<file path="src/rtl/cordic_pkg.sv">
// Shared constants and the tag payload for the CORDIC arbiter slice.
package cordic_pkg;

  localparam int unsigned NREQ    = 4;
  localparam int unsigned IDW     = $clog2(NREQ);
  localparam int unsigned NORM    = 20;
  localparam int unsigned LAT     = 17;
  localparam int unsigned CREDITS = 4;

  // Credit counter and blanking counter widths.
  localparam int unsigned CW = $clog2(CREDITS + 1);
  localparam int unsigned BW = $clog2(LAT + 1);

  // Angle encoding: 0x40000 is a quarter turn.
  localparam logic [NORM-1:0] NUM_90  = 20'h40000;
  localparam logic [NORM-1:0] NUM_180 = 20'h80000;
  localparam logic [NORM:0]   NUM_360 = 21'h100000;

  // Requester tag carried alongside an operation in flight.
  typedef struct packed {
    logic           valid;
    logic [IDW-1:0] id;
  } tag_t;

endpackage

</file>
<file path="src/rtl/cordic_arbiter_rr_pick.sv">
// Round-robin priority search: first eligible requester at or after ptr.
module rr_pick
  import cordic_pkg::*;
(
  input  logic [NREQ-1:0] eligible,
  input  logic [IDW-1:0]  ptr,
  output logic [NREQ-1:0] grant,
  output logic [IDW-1:0]  idx,
  output logic            hit
);

  logic [IDW-1:0] cand;

  // Walk the requesters from ptr, wrapping, and take the first eligible one.
  always_comb begin
    grant = '0;
    idx   = '0;
    hit   = 1'b0;
    cand  = '0;
    for (int unsigned k = 0; k < NREQ; k++) begin
      cand = IDW'((32'(ptr) + k) % NREQ);
      if (!hit && eligible[cand]) begin
        hit         = 1'b1;
        idx         = cand;
        grant[cand] = 1'b1;
      end
    end
  end

endmodule

</file>
<file path="src/rtl/cordic_arbiter.sv">
// Shares one pipelined vectoring CORDIC between NREQ requesters with credits.
module cordic_arbiter
  import cordic_pkg::*;
(
  input  logic                 clk,
  input  logic                 rst,
  input  logic [NREQ-1:0]      req_valid,
  input  logic [NREQ*NORM-1:0] req_x,
  input  logic [NREQ*NORM-1:0] req_y,
  output logic [NREQ-1:0]      req_ready,
  output logic [NORM-1:0]      cor_x,
  output logic [NORM-1:0]      cor_y,
  output logic                 cor_valid,
  input  logic [NORM-1:0]      cor_res_x,
  input  logic [NORM-1:0]      cor_res_z,
  input  logic                 cor_res_valid,
  output logic [NREQ-1:0]      res_valid,
  output logic [NORM-1:0]      res_mag,
  output logic [NORM-1:0]      res_ang,
  input  logic [NREQ-1:0]      res_ack,
  output logic                 busy,
  output logic                 err
);

  logic [IDW-1:0]  rr_ptr;
  logic [CW-1:0]   credit [NREQ];
  tag_t            tags [LAT+1];
  tag_t            tag_out;
  logic [BW-1:0]   blank;
  logic [NREQ-1:0] eligible;
  logic [NREQ-1:0] grant;
  logic [NREQ-1:0] ack_err;
  logic [IDW-1:0]  gidx;
  logic            ghit;

  // A requester may win only with a pending request and buffer space; never in reset.
  always_comb begin
    eligible = '0;
    ack_err  = '0;
    for (int unsigned i = 0; i < NREQ; i++) begin
      eligible[i] = req_valid[i] && (credit[i] != '0) && !rst;
      ack_err[i]  = res_ack[i] && (credit[i] == CW'(CREDITS));
    end
  end

  rr_pick u_pick (
    .eligible (eligible),
    .ptr      (rr_ptr),
    .grant    (grant),
    .idx      (gidx),
    .hit      (ghit)
  );

  assign req_ready = grant;

  // Operand issue and round-robin pointer advance.
  always_ff @(posedge clk) begin
    if (rst) begin
      rr_ptr    <= '0;
      cor_valid <= 1'b0;
      cor_x     <= '0;
      cor_y     <= '0;
    end else begin
      cor_valid <= ghit;
      if (ghit) begin
        rr_ptr <= IDW'((32'(gidx) + 1) % NREQ);
        cor_x  <= req_x[32'(gidx)*NORM +: NORM];
        cor_y  <= req_y[32'(gidx)*NORM +: NORM];
      end
    end
  end

  // Per-requester credits; an ack into a full counter is dropped.
  always_ff @(posedge clk) begin
    if (rst) begin
      for (int unsigned i = 0; i < NREQ; i++) credit[i] <= CW'(CREDITS);
    end else begin
      for (int unsigned i = 0; i < NREQ; i++) begin
        if (grant[i] && !(res_ack[i] && !ack_err[i]))
          credit[i] <= credit[i] - CW'(1);
        else if (!grant[i] && res_ack[i] && !ack_err[i])
          credit[i] <= credit[i] + CW'(1);
      end
    end
  end

  // Tag shift register: stage 0 runs with cor_valid, stage LAT with cor_res_valid.
  always_ff @(posedge clk) begin
    if (rst) begin
      for (int unsigned s = 0; s <= LAT; s++) tags[s] <= '0;
    end else begin
      tags[0] <= tag_t'{valid: ghit, id: gidx};
      for (int unsigned s = 1; s <= LAT; s++) tags[s] <= tags[s-1];
    end
  end

  assign tag_out = tags[LAT];

  // Any tag still travelling through the CORDIC.
  always_comb begin
    busy = 1'b0;
    for (int unsigned s = 0; s <= LAT; s++) busy = busy | tags[s].valid;
  end

  // Result routing, post-reset blanking and sticky protocol error.
  always_ff @(posedge clk) begin
    if (rst) begin
      res_valid <= '0;
      res_mag   <= '0;
      res_ang   <= '0;
      err       <= 1'b0;
      blank     <= BW'(LAT);
    end else begin
      res_valid <= '0;
      if (blank != '0) blank <= blank - BW'(1);
      if (tag_out.valid && cor_res_valid) begin
        res_valid[tag_out.id] <= 1'b1;
        res_mag               <= cor_res_x;
        res_ang               <= cor_res_z;
      end
      if ((|ack_err) || ((blank == '0) && (tag_out.valid != cor_res_valid)))
        err <= 1'b1;
    end
  end

endmodule

</file>
<file path="config.mk">
export PLATFORM = sky130hd
export DESIGN_NAME = cordic_arbiter
export DESIGN_NICKNAME = d
export VERILOG_FILES = /design/src/rtl/cordic_pkg.sv /design/src/rtl/cordic_arbiter_rr_pick.sv /design/src/rtl/cordic_arbiter.sv
export SDC_FILE = /design/constraint.sdc
export NUM_CORES = 1
export LEC_CHECK = 0
export CAP_MARGIN = 0
export CELL_PAD_IN_SITES_DETAIL_PLACEMENT = 0
export CELL_PAD_IN_SITES_GLOBAL_PLACEMENT = 1
export CORE_MARGIN = 2
export CORE_UTILIZATION = 34
export DETAILED_ROUTE_END_ITERATION = 7
export PLACE_DENSITY = 0.86
export SLEW_MARGIN = 20
export SYNTH_ARGS = -nofsm -noshare
export SYNTH_HDL_FRONTEND = slang
export SYNTH_SLANG_ARGS = --single-unit
</file>
<file path="constraint.sdc">
create_clock -name clk -period 5.9 [get_ports clk]
set_input_delay 1.18 -clock clk [delete_from_list [all_inputs] [get_ports clk]]
set_output_delay 1.18 -clock clk [all_outputs]
set_load 0.05 [all_outputs]
</file>
==> metrics.yaml, run 1 <==
global_route:
  grt_pass1_wl_um: 32280
  overflow: 0
  grt_pass1_vias: 6120
  grt_usage_pct: 18.55
  grt_max_degree: 86
  antenna_found_initial: 0
cts:
  clk_pin_slew_ns: 0.06
  cts_resized: 0
  cts_hold_buf: 0
  post-cts-setup-buffers: 0
  cts_num_sinks: 158
  clock-root-buffer: "clkbuf_16"
  cts_buffers: 17
  tritoncts: "built"
  h-tree-depth: 4
  cts_buffer_depth: 2
  clock_latency_ns: 0.42
power_and_ir_drop:
  power_per_cell_area_nw_per_um2: 470.1
  vdd_drop_max_mv: 0.2866
  p_leak_uw: 0.004242
floorplan:
  core_area_um2: 20430
  die_h_um: 148.8
  die_area_um2: 22140
  floorplan.initialDensity_pct: 34.88
  die_w_um: 148.8
  fp-row-count: 52
  boundaryPins: 302
yosys:
  yosysUniqueCellTypes: 59
  synth_top_area_share_pct: 41.01
  yosysWarnings: 0
  syn_nets: 926
  synth_xor_xnor_area_share_pct: 1.106
  synthAdderAreaFrac_pct: 3.125
  synth-compound-area-share_pct: 9.077
  synth_edf_count: 12
  synthArstFlopShare_pct: 0
  syn_area_per_cell_um2: 10.20
  synth_mux_area_share_pct: 19.87
  syn-instance-count: 699
  synth_simple_gate_area_share_pct: 17.31
  netlist_top_cells_area: "dfxtp_1 (41%), mux2i_1 (18%), edfxtp_1 (5.1%), o221ai_1 (4.9%), nor2b_1 (4.8%)"
  ys_seq_area_share_pct: 46.07
  synth_top_family_by_area: "multiplexers"
  synth-seq-cells: 158
  synth_area_leader_cell: "dfxtp_1"
  synth_flop_cell: "dfxtp_1"
  syn_area_um2: 7127
critical_path:
  critPathArrivalTime_ns: 4.25
  path_class: "primary input to output pin"
  endpoint_kind: "output pin"
  setup.worst_path.start_class: "primary input"
  cp.required_ns: 4.72
  rrSetupSlack_ns: 1.98
  critPathMaxFanout: 8
sta:
  tightest_slew_ns: 0.9220
  maxClockFrequency_mhz: 184.1
  relSlewSlack_pct: 38.40
  hold_ws_ns: 0.4339
  setup_viol: 0
  setup_ws_ns: 0.4675
  fin_crit_ns: 5.432
  drv_slew: 0
  post-route-period-util_pct: 92.08
  setup_tns_ns: 0
  rsz0062_at_grt: "no"
  fin_skew_ns: 0.01360
  hold_viol: 0
route:
  wl_met1_um: 8407
  wl_met2_um: 9511
  drc: 0
  route.met3.wl_um: 1979
  vias: 6160
  ant_nets: 0
  routed_wl_um: 20440
  highest_layer: "met4"
  first_pass_iters: 6
  first_iter_violations: 264
  via_per_inst: 4.862
  wl_per_cell_um: 16.13
cells_and_area:
  fin_util_pct: 53.65
  synthToLayoutAreaGrowth_pct: 53.79
  design_area_um2: 10960
  final_layout_size_suffix_gt1_share_pct: 6.219
  antennaDiodeCount: 0
  fillerInstances: 1897
  nets: 1211
placement:
  hpwl_um: 15100
  pre_cts_ws_ns: 0.4900
  place_area_um2: 10350
  gp_congestion: 0.8773
  port_buffers: 301
job:
  max-cap-violations: 0
run_status:
  status: "finished, final reports clean"
hold_path:
  hp-class: "flip-flop to flip-flop"
placed cells by master (no fill, tap or decap), types with 3 or more instances in the layout:
| master | Yosys | layout |
|---|---|---|
| a21oi_1 | 7 | 7 |
| a31oi_1 | 5 | 5 |
| and2_1 | 4 | 4 |
| buf_4 | 0 | 7 |
| clkbuf_16 | 0 | 17 |
| clkdlybuf4s50_1 | 0 | 300 |
| clkinv_8 | 0 | 4 |
| dfxtp_1 | 146 | 146 |
| edfxtp_1 | 12 | 12 |
| fa_1 | 3 | 3 |
| ha_1 | 13 | 12 |
| inv_1 | 11 | 11 |
| inv_6 | 0 | 6 |
| inv_8 | 0 | 3 |
| mux2i_1 | 130 | 130 |
| mux4_2 | 3 | 3 |
| nand2_1 | 65 | 65 |
| nand2b_1 | 4 | 4 |
| nand3_1 | 8 | 8 |
| nand3b_1 | 4 | 4 |
| nand4_1 | 3 | 3 |
| nor2_1 | 74 | 73 |
| nor2b_1 | 55 | 55 |
| nor3_1 | 9 | 9 |
| nor3b_1 | 6 | 6 |
| nor4_1 | 3 | 3 |
| o21ai_0 | 3 | 3 |
| o221ai_1 | 40 | 40 |
| or3_1 | 4 | 4 |
| or4_1 | 3 | 3 |
| xnor2_1 | 6 | 6 |
| xor2_1 | 3 | 3 |
worst max-delay path: stages:
cell and delay (ns):
clkdlybuf4s50_1 0.47, nor2b_1 0.30, nand2_1 0.15, mux4_4 0.68, a31oi_1 0.37, nor2_1 0.19, inv_1 0.08, clkdlybuf4s50_1 0.82
kinds of logic (layout without fill, tap and decap cells):
kind of cell / after synthesis / after routing
adders and majority gates: 16 / 16
and+or+nand+nor: 249 / 249
DFF: 158 / 158
xor gates and xnor gates: 9 / 9
AOI/OAI and AO/OA: 77 / 77
buffers and inverters: 54 / 352
muxes: 136 / 136
synth_stat cells, drive strengths merged, types with 4 or more instances:
| master | number |
|---|---|
| nor3b | 6 |
| nor3 | 9 |
| nand3 | 10 |
| ha | 13 |
| a31oi | 6 |
| mux4 | 4 |
| buf | 15 |
| edfxtp | 12 |
| mux2i | 130 |
| clkbuf | 27 |
| inv | 12 |
| xnor2 | 6 |
| dfxtp | 146 |
| nor2b | 55 |
| or3 | 5 |
| nand2 | 65 |
| nand2b | 4 |
| a21oi | 10 |
| nor2 | 74 |
| nand3b | 4 |
| and2 | 4 |
| o221ai | 40 |
metrics by stage:
stage                     power [uW]  instances
after CTS                       5202       1267
after global placement          4037       1235
after detailed placement        4052       1235
final                           5152       1267
after global routing            5439       1267
after floorplan                 3281        699
state kept, by name (all words and copies together), names as in the netlist:
signal	flops
cor_x	20
err	1
res_valid	4
blank	5
cor_y	20
tags	54
res_ang	20
rr_ptr	2
credit	12
res_mag	20
routing by layer:
metal,vias to the layer above,global-route usage [%]
met5,-,0
met4,0,7.000
met3,34,7.554
met2,259,30.30
met1,2826,21.94
li1,3041,-
worst paths after layout:
| kind | from | depth (start not counted) | end |
|---|---|---|---|
| hold / removal | tags[7][0]$_SDFF_PP0_ | 1 | tags[8][0]$_SDFF_PP0_ |
| hold reg to reg | tags[7][0]$_SDFF_PP0_ | 1 | tags[8][0]$_SDFF_PP0_ |
| setup / recovery | req_valid[2] | 8 | req_ready[2] |
| setup reg to reg | rr_ptr[0]$_SDFFE_PP0P_ | 12 | credit[1][2]$_SDFFCE_PN1P_ |
power breakdown:
group          switching (uW)  total [uW]  internal, uW
sequential                152        1480          1330
combinational            1520        2550          1030
clock                     514        1130           612
cell type report:
class,instances,area [um^2],area share [%]
multi-input combinational,487,3605,32.89
timing repair buffer,308,3075,28.06
sequential,158,3283,29.95
inverter,12,45.04,0.4110
clock inverter,15,188.9,1.724
tap,270,337.8,3.082
clock buffer,17,425.4,3.881
Power figures use the tool's default switching activity.
==> run 2, diff against run 1 <==
--- a/config.mk
+++ b/config.mk
@@ -11,6 +11,7 @@
 export CORE_MARGIN = 2
 export CORE_UTILIZATION = 34
 export DETAILED_ROUTE_END_ITERATION = 7
+export HOLD_SLACK_MARGIN = 0.15
 export PLACE_DENSITY = 0.86
 export SLEW_MARGIN = 20
 export SYNTH_ARGS = -nofsm -noshare
==> results of run 2 <==
Final layout, timing and power as in run 1 (identical DEF).
